## src/rtl/riscv_pkg.sv

```systemverilog
// riscv_pkg: shared RV32I decode definitions for the decode stage.
//   - opcode constants for the base integer ISA
//   - alu_op_t   : 4-bit ALU operation encoding consumed by execute
//   - imm_type_t : immediate format selector for imm_gen
//   - ctrl_t     : control bundle carried in the ID/EX register
//   - dec_t      : full combinational decode result (control + routing info)
//   - decode()   : opcode/funct3/funct7[5] -> dec_t
package riscv_pkg;

    localparam logic [6:0] OPC_OP     = 7'b0110011;
    localparam logic [6:0] OPC_OP_IMM = 7'b0010011;
    localparam logic [6:0] OPC_LOAD   = 7'b0000011;
    localparam logic [6:0] OPC_STORE  = 7'b0100011;
    localparam logic [6:0] OPC_BRANCH = 7'b1100011;
    localparam logic [6:0] OPC_JAL    = 7'b1101111;
    localparam logic [6:0] OPC_JALR   = 7'b1100111;
    localparam logic [6:0] OPC_LUI    = 7'b0110111;
    localparam logic [6:0] OPC_AUIPC  = 7'b0010111;

    // ADDI x0,x0,0
    localparam logic [31:0] NOP = 32'h00000013;

    typedef enum logic [3:0] {
        ALU_ADD   = 4'd0,
        ALU_SUB   = 4'd1,
        ALU_SLL   = 4'd2,
        ALU_SLT   = 4'd3,
        ALU_SLTU  = 4'd4,
        ALU_XOR   = 4'd5,
        ALU_SRL   = 4'd6,
        ALU_SRA   = 4'd7,
        ALU_OR    = 4'd8,
        ALU_AND   = 4'd9,
        ALU_PASSB = 4'd10
    } alu_op_t;

    typedef enum logic [2:0] {
        IMM_I,
        IMM_S,
        IMM_B,
        IMM_U,
        IMM_J
    } imm_type_t;

    typedef struct packed {
        alu_op_t    alu_op;
        logic [2:0] funct3;
        logic       alu_src_imm;
        logic       mem_read;
        logic       mem_write;
        logic       reg_write;
        logic       branch;
        logic       jump;
        logic       illegal;
    } ctrl_t;

    typedef struct packed {
        ctrl_t     ctrl;
        imm_type_t imm_type;
        logic      use_rs1;   // rs1 is a real source (hazard check)
        logic      use_rs2;   // rs2 is a real source (hazard check)
        logic      rd_zero;   // format has no destination register
    } dec_t;

    // funct3 -> ALU op for the register and immediate ALU groups.
    // sub_sel picks SUB over ADD, sra_sel picks SRA over SRL.
    function automatic alu_op_t alu_from_funct(input logic [2:0] funct3,
                                               input logic       sub_sel,
                                               input logic       sra_sel);
        alu_op_t op;
        case (funct3)
            3'b000:  op = sub_sel ? ALU_SUB : ALU_ADD;
            3'b001:  op = ALU_SLL;
            3'b010:  op = ALU_SLT;
            3'b011:  op = ALU_SLTU;
            3'b100:  op = ALU_XOR;
            3'b101:  op = sra_sel ? ALU_SRA : ALU_SRL;
            3'b110:  op = ALU_OR;
            default: op = ALU_AND;
        endcase
        return op;
    endfunction

    // bit30 is funct7[5] for OP and imm[10] for OP-IMM shifts.
    function automatic dec_t decode(input logic [6:0] opcode,
                                    input logic [2:0] funct3,
                                    input logic       bit30);
        dec_t d;
        d                  = '0;
        d.ctrl.alu_op      = ALU_ADD;
        d.ctrl.funct3      = funct3;
        d.imm_type         = IMM_I;
        d.use_rs1          = 1'b1;
        case (opcode)
            OPC_OP: begin
                // SUB only exists in the register form; SRA exists in both.
                d.ctrl.alu_op    = alu_from_funct(funct3, bit30, bit30);
                d.ctrl.reg_write = 1'b1;
                d.use_rs2        = 1'b1;
            end
            OPC_OP_IMM: begin
                d.ctrl.alu_op      = alu_from_funct(funct3, 1'b0, bit30);
                d.ctrl.alu_src_imm = 1'b1;
                d.ctrl.reg_write   = 1'b1;
            end
            OPC_LOAD: begin
                d.ctrl.mem_read    = 1'b1;
                d.ctrl.alu_src_imm = 1'b1;
                d.ctrl.reg_write   = 1'b1;
            end
            OPC_STORE: begin
                d.ctrl.mem_write   = 1'b1;
                d.ctrl.alu_src_imm = 1'b1;
                d.imm_type         = IMM_S;
                d.use_rs2          = 1'b1;
                d.rd_zero          = 1'b1;
            end
            OPC_BRANCH: begin
                d.ctrl.branch = 1'b1;
                d.ctrl.alu_op = ALU_SUB;
                d.imm_type    = IMM_B;
                d.use_rs2     = 1'b1;
                d.rd_zero     = 1'b1;
            end
            OPC_JAL: begin
                d.ctrl.jump        = 1'b1;
                d.ctrl.reg_write   = 1'b1;
                d.ctrl.alu_src_imm = 1'b1;
                d.imm_type         = IMM_J;
                d.use_rs1          = 1'b0;
            end
            OPC_JALR: begin
                d.ctrl.jump        = 1'b1;
                d.ctrl.reg_write   = 1'b1;
                d.ctrl.alu_src_imm = 1'b1;
            end
            OPC_LUI: begin
                d.ctrl.alu_op      = ALU_PASSB;
                d.ctrl.alu_src_imm = 1'b1;
                d.ctrl.reg_write   = 1'b1;
                d.imm_type         = IMM_U;
                d.use_rs1          = 1'b0;
            end
            OPC_AUIPC: begin
                d.ctrl.alu_src_imm = 1'b1;
                d.ctrl.reg_write   = 1'b1;
                d.imm_type         = IMM_U;
                d.use_rs1          = 1'b0;
            end
            default: begin
                d.ctrl.illegal = 1'b1;
            end
        endcase
        return d;
    endfunction

endpackage

```

## src/rtl/imm_gen.sv

```systemverilog
// imm_gen: combinational RV32I immediate generator.
//   instr    in  [31:7]  instruction word above the opcode field
//   imm_type in  3       format selector (I, S, B, U, J)
//   imm      out XLEN    immediate; I/S/B/J sign-extended from instr[31],
//                        U is instr[31:12]<<12, B/J have bit 0 cleared
module imm_gen
    import riscv_pkg::*;
#(
    parameter int XLEN = 32
) (
    input  logic [31:7]     instr,
    input  imm_type_t       imm_type,
    output logic [XLEN-1:0] imm
);

    logic [31:0] imm32;

    // NOTE: every always_comb output gets a default before the case so no
    // path leaves it unassigned and no latch is inferred.
    always_comb begin
        imm32 = '0;
        case (imm_type)
            IMM_I: imm32 = {{20{instr[31]}}, instr[31:20]};
            IMM_S: imm32 = {{20{instr[31]}}, instr[31:25], instr[11:7]};
            IMM_B: imm32 = {{19{instr[31]}}, instr[31], instr[7],
                            instr[30:25], instr[11:8], 1'b0};
            IMM_U: imm32 = {instr[31:12], 12'b0};
            IMM_J: imm32 = {{11{instr[31]}}, instr[31], instr[19:12],
                            instr[20], instr[30:21], 1'b0};
            default: imm32 = '0;
        endcase
    end

    // Wider datapaths sign-extend the 32-bit immediate.
    assign imm = XLEN'($signed(imm32));

endmodule

```

## src/rtl/decode_stage.sv

```systemverilog
// decode_stage: RV32I decode plus the ID/EX pipeline register.
//   clk, reset (async, active low)
//   in_valid/in_instr/in_pc/in_ready   : fetch side handshake
//   reg_a, reg_b                       : register-file read addresses (comb)
//   rf_data_a, rf_data_b               : register-file read data
//   wb_we, wb_reg, wb_data             : writeback port, bypassed into operands
//   flush                              : kill the instruction in decode
//   out_ready/out_valid + out_*        : ID/EX payload towards execute
module decode_stage
    import riscv_pkg::*;
#(
    parameter int XLEN = 32
) (
    input  logic            clk,
    input  logic            reset,
    input  logic            in_valid,
    input  logic [31:0]     in_instr,
    input  logic [31:0]     in_pc,
    output logic            in_ready,
    output logic [4:0]      reg_a,
    output logic [4:0]      reg_b,
    input  logic [XLEN-1:0] rf_data_a,
    input  logic [XLEN-1:0] rf_data_b,
    input  logic            wb_we,
    input  logic [4:0]      wb_reg,
    input  logic [XLEN-1:0] wb_data,
    input  logic            flush,
    input  logic            out_ready,
    output logic            out_valid,
    output logic [XLEN-1:0] out_pc,
    output logic [XLEN-1:0] out_rs1_data,
    output logic [XLEN-1:0] out_rs2_data,
    output logic [XLEN-1:0] out_imm,
    output logic [4:0]      out_rs1,
    output logic [4:0]      out_rs2,
    output logic [4:0]      out_rd,
    output logic [3:0]      out_alu_op,
    output logic [2:0]      out_funct3,
    output logic            out_alu_src_imm,
    output logic            out_mem_read,
    output logic            out_mem_write,
    output logic            out_reg_write,
    output logic            out_branch,
    output logic            out_jump,
    output logic            out_illegal
);

    // x0 reads as zero; a same-cycle writeback wins over the register file.
    function automatic logic [XLEN-1:0] pick_operand(input logic [4:0]      idx,
                                                     input logic [XLEN-1:0] rf,
                                                     input logic            we,
                                                     input logic [4:0]      wreg,
                                                     input logic [XLEN-1:0] wdata);
        logic [XLEN-1:0] v;
        if (idx == 5'd0)                v = '0;
        else if (we && (wreg == idx))   v = wdata;
        else                            v = rf;
        return v;
    endfunction

    // ---------------- combinational decode ----------------
    logic [4:0]      rs1;
    logic [4:0]      rs2;
    logic [4:0]      rd;
    dec_t            dec;
    logic [XLEN-1:0] imm;
    logic            load_use;

    assign rs1   = in_instr[19:15];
    assign rs2   = in_instr[24:20];
    assign reg_a = rs1;
    assign reg_b = rs2;
    assign dec   = decode(in_instr[6:0], in_instr[14:12], in_instr[30]);
    assign rd    = dec.rd_zero ? 5'd0 : in_instr[11:7];

    imm_gen #(.XLEN(XLEN)) u_imm_gen (
        .instr    (in_instr[31:7]),
        .imm_type (dec.imm_type),
        .imm      (imm)
    );

    // ---------------- ID/EX register ----------------
    logic            valid_q,     valid_d;
    logic [XLEN-1:0] pc_q,        pc_d;
    logic [XLEN-1:0] rs1_data_q,  rs1_data_d;
    logic [XLEN-1:0] rs2_data_q,  rs2_data_d;
    logic [XLEN-1:0] imm_q,       imm_d;
    logic [4:0]      rs1_q,       rs1_d;
    logic [4:0]      rs2_q,       rs2_d;
    logic [4:0]      rd_q,        rd_d;
    ctrl_t           ctrl_q,      ctrl_d;

    // A load in ID/EX whose result a source of the decoding instruction needs.
    // The loaded value is not available yet, so decode stalls one cycle.
    assign load_use = valid_q && ctrl_q.mem_read && (rd_q != 5'd0) && in_valid &&
                      ((dec.use_rs1 && (rd_q == rs1)) ||
                       (dec.use_rs2 && (rd_q == rs2)));

    // Nothing is accepted while the stage is held in reset.
    assign in_ready = reset && (flush || (out_ready && !load_use));

    always_comb begin
        valid_d    = valid_q;
        pc_d       = pc_q;
        rs1_data_d = rs1_data_q;
        rs2_data_d = rs2_data_q;
        imm_d      = imm_q;
        rs1_d      = rs1_q;
        rs2_d      = rs2_q;
        rd_d       = rd_q;
        ctrl_d     = ctrl_q;
        if (flush) begin
            // Flush beats backpressure: the killed slot need not drain.
            valid_d = 1'b0;
        end else if (!out_ready) begin
            // hold everything
        end else if (load_use) begin
            valid_d = 1'b0;
        end else begin
            valid_d    = in_valid;
            pc_d       = XLEN'(in_pc);
            rs1_data_d = pick_operand(rs1, rf_data_a, wb_we, wb_reg, wb_data);
            rs2_data_d = pick_operand(rs2, rf_data_b, wb_we, wb_reg, wb_data);
            imm_d      = imm;
            rs1_d      = rs1;
            rs2_d      = rs2;
            rd_d       = rd;
            ctrl_d     = dec.ctrl;
        end
    end

    // NOTE: state is updated with non-blocking assignments so every flop
    // samples its _d value from before the edge, independent of block order.
    always_ff @(posedge clk or negedge reset) begin
        if (!reset) begin
            valid_q    <= 1'b0;
            pc_q       <= '0;
            rs1_data_q <= '0;
            rs2_data_q <= '0;
            imm_q      <= '0;
            rs1_q      <= '0;
            rs2_q      <= '0;
            rd_q       <= '0;
            ctrl_q     <= '0;
        end else begin
            valid_q    <= valid_d;
            pc_q       <= pc_d;
            rs1_data_q <= rs1_data_d;
            rs2_data_q <= rs2_data_d;
            imm_q      <= imm_d;
            rs1_q      <= rs1_d;
            rs2_q      <= rs2_d;
            rd_q       <= rd_d;
            ctrl_q     <= ctrl_d;
        end
    end

    assign out_valid       = valid_q;
    assign out_pc          = pc_q;
    assign out_rs1_data    = rs1_data_q;
    assign out_rs2_data    = rs2_data_q;
    assign out_imm         = imm_q;
    assign out_rs1         = rs1_q;
    assign out_rs2         = rs2_q;
    assign out_rd          = rd_q;
    assign out_alu_op      = ctrl_q.alu_op;
    assign out_funct3      = ctrl_q.funct3;
    assign out_alu_src_imm = ctrl_q.alu_src_imm;
    assign out_mem_read    = ctrl_q.mem_read;
    assign out_mem_write   = ctrl_q.mem_write;
    assign out_reg_write   = ctrl_q.reg_write;
    assign out_branch      = ctrl_q.branch;
    assign out_jump        = ctrl_q.jump;
    assign out_illegal     = ctrl_q.illegal;

endmodule

```

## config.mk

```make
export PLATFORM = sky130hd
export DESIGN_NAME = decode_stage
export DESIGN_NICKNAME = d
export VERILOG_FILES = /design/src/rtl/riscv_pkg.sv /design/src/rtl/imm_gen.sv /design/src/rtl/decode_stage.sv
export SDC_FILE = /design/constraint.sdc
export NUM_CORES = 1
export LEC_CHECK = 0
export BUFFER_PORTS_ARGS = -buffer_cell sky130_fd_sc_hd__buf_2
export CORE_MARGIN = 5
export CORE_UTILIZATION = 53
export CTS_CLUSTER_DIAMETER = 50
export DETAILED_ROUTE_END_ITERATION = 8
export GPL_TIMING_DRIVEN = 1
export PLACE_DENSITY = 0.9
export SLEW_MARGIN = 20
export SYNTH_ARGS = -nofsm -noshare
export SYNTH_HDL_FRONTEND = slang
export SYNTH_SLANG_ARGS = --single-unit
export TNS_END_PERCENT = 1
```

## constraint.sdc

```tcl
create_clock -name clk -period 4.25 [get_ports clk]
set_input_delay 0.6375 -clock clk [delete_from_list [all_inputs] [get_ports clk]]
set_output_delay 0.6375 -clock clk [all_outputs]
set_load 0.02 [all_outputs]
```

; ---- Word-level counts from Yosys, hierarchy flattened
; Index checks and enable logic that the tools add are counted.
[op_classes]
n_eq_ne = 23
n_mux = 25
bitwise_logic = 2
n_reduce_logical = 28
[op_table]
columns = op, count
row1 = 32-bit case mux with 5 select lines, 1
row2 = 32-bit 2-to-1 mux, 4
row3 = 4-bit case mux with 7 select lines, 2
row4 = "7-bit by 6-bit equality test with 1-bit output, second input constant", 3
row5 = "7-bit equality test, second input constant", 3
row6 = 5-bit equality test, 4
row7 = 4-bit case mux with 4 select lines, 1
row8 = 1-bit 2-to-1 mux, 15
row9 = "7-bit by 5-bit equality test with 1-bit output, second input constant", 2
row10 = 7-bit OR reduction, 2
row11 = "3-bit by 2-bit equality test with 1-bit output, second input constant", 4
row12 = "3-bit equality test, second input constant", 4
row13 = 3-bit case mux with 4 select lines, 1
row14 = 1-bit logical AND, 10
row15 = 5-bit logical NOT, 2
row16 = 9-bit OR reduction, 1
row17 = "7-bit by 2-bit equality test with 1-bit output, second input constant", 1
row18 = "3-bit by 1-bit equality test with 1-bit output, second input constant", 2
row19 = 3-bit logical NOT, 2
row20 = 2-bit OR reduction, 3
row21 = 3-bit OR reduction, 2
row22 = 5-bit 2-to-1 mux, 1
row23 = 5-bit nonzero test, 1
row24 = 3-bit AND reduction, 1
row25 = 4 further kinds, 6
[totals]
ff_bits = 158
output_inout_bits = 169

; ---- Depth between registers and ports, before layout
[depth]
word_depth = 10
ltp_mapped = 9

; ---- By module
; A second synthesis with hierarchy kept.
[hier_totals]
hier_cells = 762
hier_area_um2 = 8270.4
[by_module_without_submodules]
columns = mod, n_inst, cells_each, area_each_um2, seq_area_each_um2
row1 = decode_stage, 1, 668, 7729.9, 3953.8
row2 = imm_gen, 1, 94, 540.5, 0.0

; ---- Worst setup path before layout
; Ideal clock, no wire load.
[synth_path]
kind = input to output
startpoint = input port in_instr[6]
endpoint = output port in_ready
arrival_ps = 2116
required_ps = 3612
slack_ps = 1496
path_stages = 6
cell_sequence = buf_4 -> or3b_1 -> a21oi_1 -> or4_1 -> o211ai_1 -> a21boi_0
[synth_between]
elab_chain_cells = 10
word_cells_on_any_way = 18
classes_between = 6 x eq/ne / 2 x mux / 10 x reduce/logical
[synth_lines]
columns = item, line
row1 = "start, declared", decode_stage.sv:17  ; input logic [31:0] in_instr,
row2 = "7-bit by 5-bit equality test with 1-bit output, or another cell as far along", riscv_pkg.sv:94  ; case (opcode)
row3 = 3-bit OR reduction (no source line), -
row4 = 1-bit 2-to-1 mux, riscv_pkg.sv:94
row5 = 1-bit logical AND (on tied branches), "decode_stage.sv:96, decode_stage.sv:97"
row6 = 1-bit logical OR (*), decode_stage.sv:96  ; ((dec.use_rs1 && (rd_q == rs1)) ||
row7 = 1-bit logical AND (*), decode_stage.sv:95  ; assign load_use = valid_q && ctrl_q.mem_read && (rd_q != 5'd0) && in_valid &&
row8 = 1-bit logical NOT (*), decode_stage.sv:100  ; assign in_ready = reset && (flush || (out_ready && !load_use));
row9 = 1-bit logical AND (*), decode_stage.sv:100
row10 = 1-bit logical OR (*), decode_stage.sv:100
row11 = 1-bit logical AND (*), decode_stage.sv:100
row12 = "end, declared", decode_stage.sv:19  ; output logic in_ready,
; Mark *: on every way between the ends. The rest lies on a longest branch, timed or not.

; ---- Worst setup path in the final report
[layout_path]
startpoint = register rd_q[1] (netlist: out_rd[1])
endpoint = output port in_ready
[layout_between]
elab_chain_cells = 8
word_cells_on_any_way = 13
classes_between = 2 x eq/ne / 11 x reduce/logical
[layout_lines]
columns = item, line
row1 = "start, declared", decode_stage.sv:90  ; logic [4:0] rd_q, rd_d;
row2 = "start signal, assigned", decode_stage.sv:153  ; rd_q <= rd_d;
row3 = "5-bit equality test, or another cell as far along", decode_stage.sv:96
row4 = 1-bit logical AND (on tied branches), "decode_stage.sv:96, decode_stage.sv:95, decode_stage.sv:97"
row5 = 1-bit logical OR / 1-bit logical AND (equally long branches), "decode_stage.sv:96, decode_stage.sv:95"
row6 = 1-bit logical AND (*), decode_stage.sv:95
row7 = 1-bit logical NOT (*), decode_stage.sv:100
row8 = 1-bit logical AND (*), decode_stage.sv:100
row9 = 1-bit logical OR (*), decode_stage.sv:100
row10 = 1-bit logical AND (*), decode_stage.sv:100
; Marks and branches as above.

==> summary.txt <==
Floorplanning
  • Die height: ~140 µm
  • Starting density of the core: a little over half
  • Num rows: 46
  • Num ports: 340
  • Full die area: 18400 µm²
  • DIE WIDTH: 136 µm
  • Core Box Area: 15700 µm²

Timing
  • Crit share post-route: 71.3%
  • Maximum clock frequency: 0.330 GHz
  • Final Hold Viols: 0
  • Post-route minimum period: approximately 3000 ps
  • Setup TNS: 0 ps
  • Worst slew margin: about a quarter
  • Max Transition Viols Final: 0
  • RSZ-0062 raised after global routing: no
  • Worst-Margin Slew: roughly 1100 ps
  • Final setup viols: 0
  • Clock skew: 11.6 ps

Synthesis
  • Yosys warning count: 0
  • Avg Synthesized Cell Area: 11.2 µm²
  • Area share of the largest cell type after synthesis: 47.3%
  • Yosys cell types: 43
  • Synth Net Count: 918
  • Post-synth EDFFs: 0
  • Sequential cell area fraction in the yosys report: 47.3%
  • Cells after synthesis: 747
  • Leading post-synthesis cells by cell area: dfrtp_1 47%, mux2_4 17%, a21oi_1 5.2%
  • Yosys top cell by area: dfrtp_1
  • Synthesized area: around 8400 µm²
  • Async set-reset flop share out of synthesis: 100%
  • Prevailing post-synth register cell: dfrtp_1
  • Synth Register Bits: 158

Finish
  • Fill count: ~1200
  • Final core occ: 68.3%
  • Final nets: 1223
  • Area Growth Syn to Fin: 27.7%
  • Leading cell type in the layout, fill and taps excluded: buf_2
  • Commonest cells after routing, fill and taps aside: 338 x buf_2, 158 x dfrtp_1, 96 x mux2_4
  • Final Non-Filler Cells: 1281
  • Fraction of layout cells with a size suffix above 1: 48.4%
  • Area of the multi-input gates: 3880 µm²
  • Storage element area: 3950 µm²
  • Number of antenna diodes: 0

Global routing
  • Number of global-route vias before repair: 7406
  • Largest net degree at the start of global routing: 85
  • Gr ovfl total: 0
  • Initial antenna violation count: 0
  • Global-route wire length before repair: 39300 µm
  • Gr usage total: 27.2%

Placed design
  • IO buf count: 339
  • Cell total after placement: between 1000 and 1500
  • Gpl congestion: around 0.86
  • Detailed placer's ending HPWL: about 19000 µm

Detailed routing
  • Router iterations before antenna repair: 6
  • Post-DR wirelength/cell: 19.9 µm
  • Final WL: 25500 µm
  • Vias/cell: between 5 and 6
  • DRC: 0
  • Iteration-0 DRC Markers: 472
  • Post-route ant nets: 0
  • Total number of vias: a little over 7000

Critical path
  • FF-to-FF Start: out_rd[1]
  • Reg2Reg Capture Point: out_rs1_data[16]
  • Worst Path Class, Setup: flip-flop to output port
  • WP data arrival: about 2400 ps
  • Crit-path max FO: 5
  • CP startpoint: out_rd[1]
  • R2R setup slack: 1490 ps
  • Worst Setup End Kind: output port
  • Critical path launch point type: flip-flop
  • Worst-case reg-to-reg path depth: 5
  • CP required: 3610 ps

Clock tree
  • Root buf cell: clkbuf_16
  • Clock-pin slew on the worst setup and hold paths: 70 ps
  • Clock Latency Late Sink: 420 ps
  • CTS tree: yes
  • Post-CTS Hold Buffers: 0
  • Inserted Clock Buffers: 17
  • Post-CTS setup buffer count: 0
  • Sink Count: 158
  • Max clock buf depth: 2
  • Htree depth: 4
  • Post-CTS sizing: 0

Run
  • Max-cap violations: 0

Power
  • Leakage: 5.21 nW
  • Peak supply drop: between 0.2 and 0.3 mV
  • Pwr Density: ~430 nW/µm²

Status
  • Status: completed

Worst hold path
  • Worst Hold Class: primary input to async pin
-- metrics by stage --
stage | setup WS [ps] | hold WS (ps) | instance area, µm² | power [mW]
after global routing | 1120 | 283 | 10700 | 4.80
after global placement | 1270 | 486 | 10100 | 3.10
final | 1220 | 228 | 10700 | 4.60
after detailed placement | 1240 | 489 | 10100 | 3.14
after CTS | 1220 | 253 | 10700 | 4.63
after floorplan | 1500 | 342 | 8370 | 2.65
-- sequential cells by signal, indices dropped and copies added (netlist names) --
name	cells
out_imm	32
out_illegal	1
out_funct3	3
out_rs2	5
out_mem_read	1
out_mem_write	1
out_valid	1
out_jump	1
out_pc	32
out_rs1_data	32
out_branch	1
out_rs2_data	32
out_reg_write	1
out_alu_op	4
out_rd	5
out_rs1	5
out_alu_src_imm	1
-- critical path, cell delays in order (launching register included) --
cell and delay, ps:
dfrtp_1 460, or4_1 570, o21ai_0 320, o211ai_1 190, a21boi_0 240, buf_2 210
-- Yosys cell counts (all sizes together) (5+ instances only) --
cell and number:
a21oi 87, a22o 5, buf 29, clkbuf 40
dfrtp 158, inv 38, mux2 123, mux2i 35
nand2 24, nand3 69, nor2 13, o21ai 69
or4 6, xnor2 18
-- where the power goes --
part	switching [mW]	internal, mW	leakage, nW	total, mW
sequential	0.147	1.73	1.88	1.88
combinational	0.712	0.534	3.07	1.25
clock	0.646	0.834	0.269	1.48
total	1.50	3.10	5.21	4.60
-- layer usage --
layer | GRT usage [%] | wire, µm | vias up
li1 | - | - | 3223
met1 | 33.7 | 9850 | 3504
met2 | 45.2 | 12300 | 424
met3 | 7.02 | 2470 | 69
met4 | 11.8 | 867 | 0
met5 | 0 | 0 | -
-- area by class of cell --
class / instances / share of cell area [%]
tap: 216 / 2.53
multi-input combinational: 482 / 36.3
clock inverter: 13 / 1.21
clock buffer: 19 / 4.14
sequential: 158 / 37.0
inverter: 38 / 1.33
timing repair buffer: 355 / 17.5
-- worst max-delay path by stage --
stage	to	slack, ps	depth (start not counted)
after floorplan	in_ready	1500	6
after CTS	in_ready	1220	5
after detailed placement	out_rs1_data[16]	1240	8
after global routing	in_ready	1120	5
after global placement	out_rs1_data[17]	1270	8
final	in_ready	1220	5
-- cells by family after synthesis --
| logic type | count (synthesis) | synth area share (%) |
|---|---|---|
| DFF | 158 | 47.3 |
| buffers and inverters | 107 | 6.55 |
| muxes | 158 | 25.1 |
| AOI/OAI and AO/OA | 172 | 10.9 |
| and+or+nand+nor | 132 | 8.09 |
| xor gates and xnor gates | 20 | 2.09 |
(Power assumes the default switching activity.)
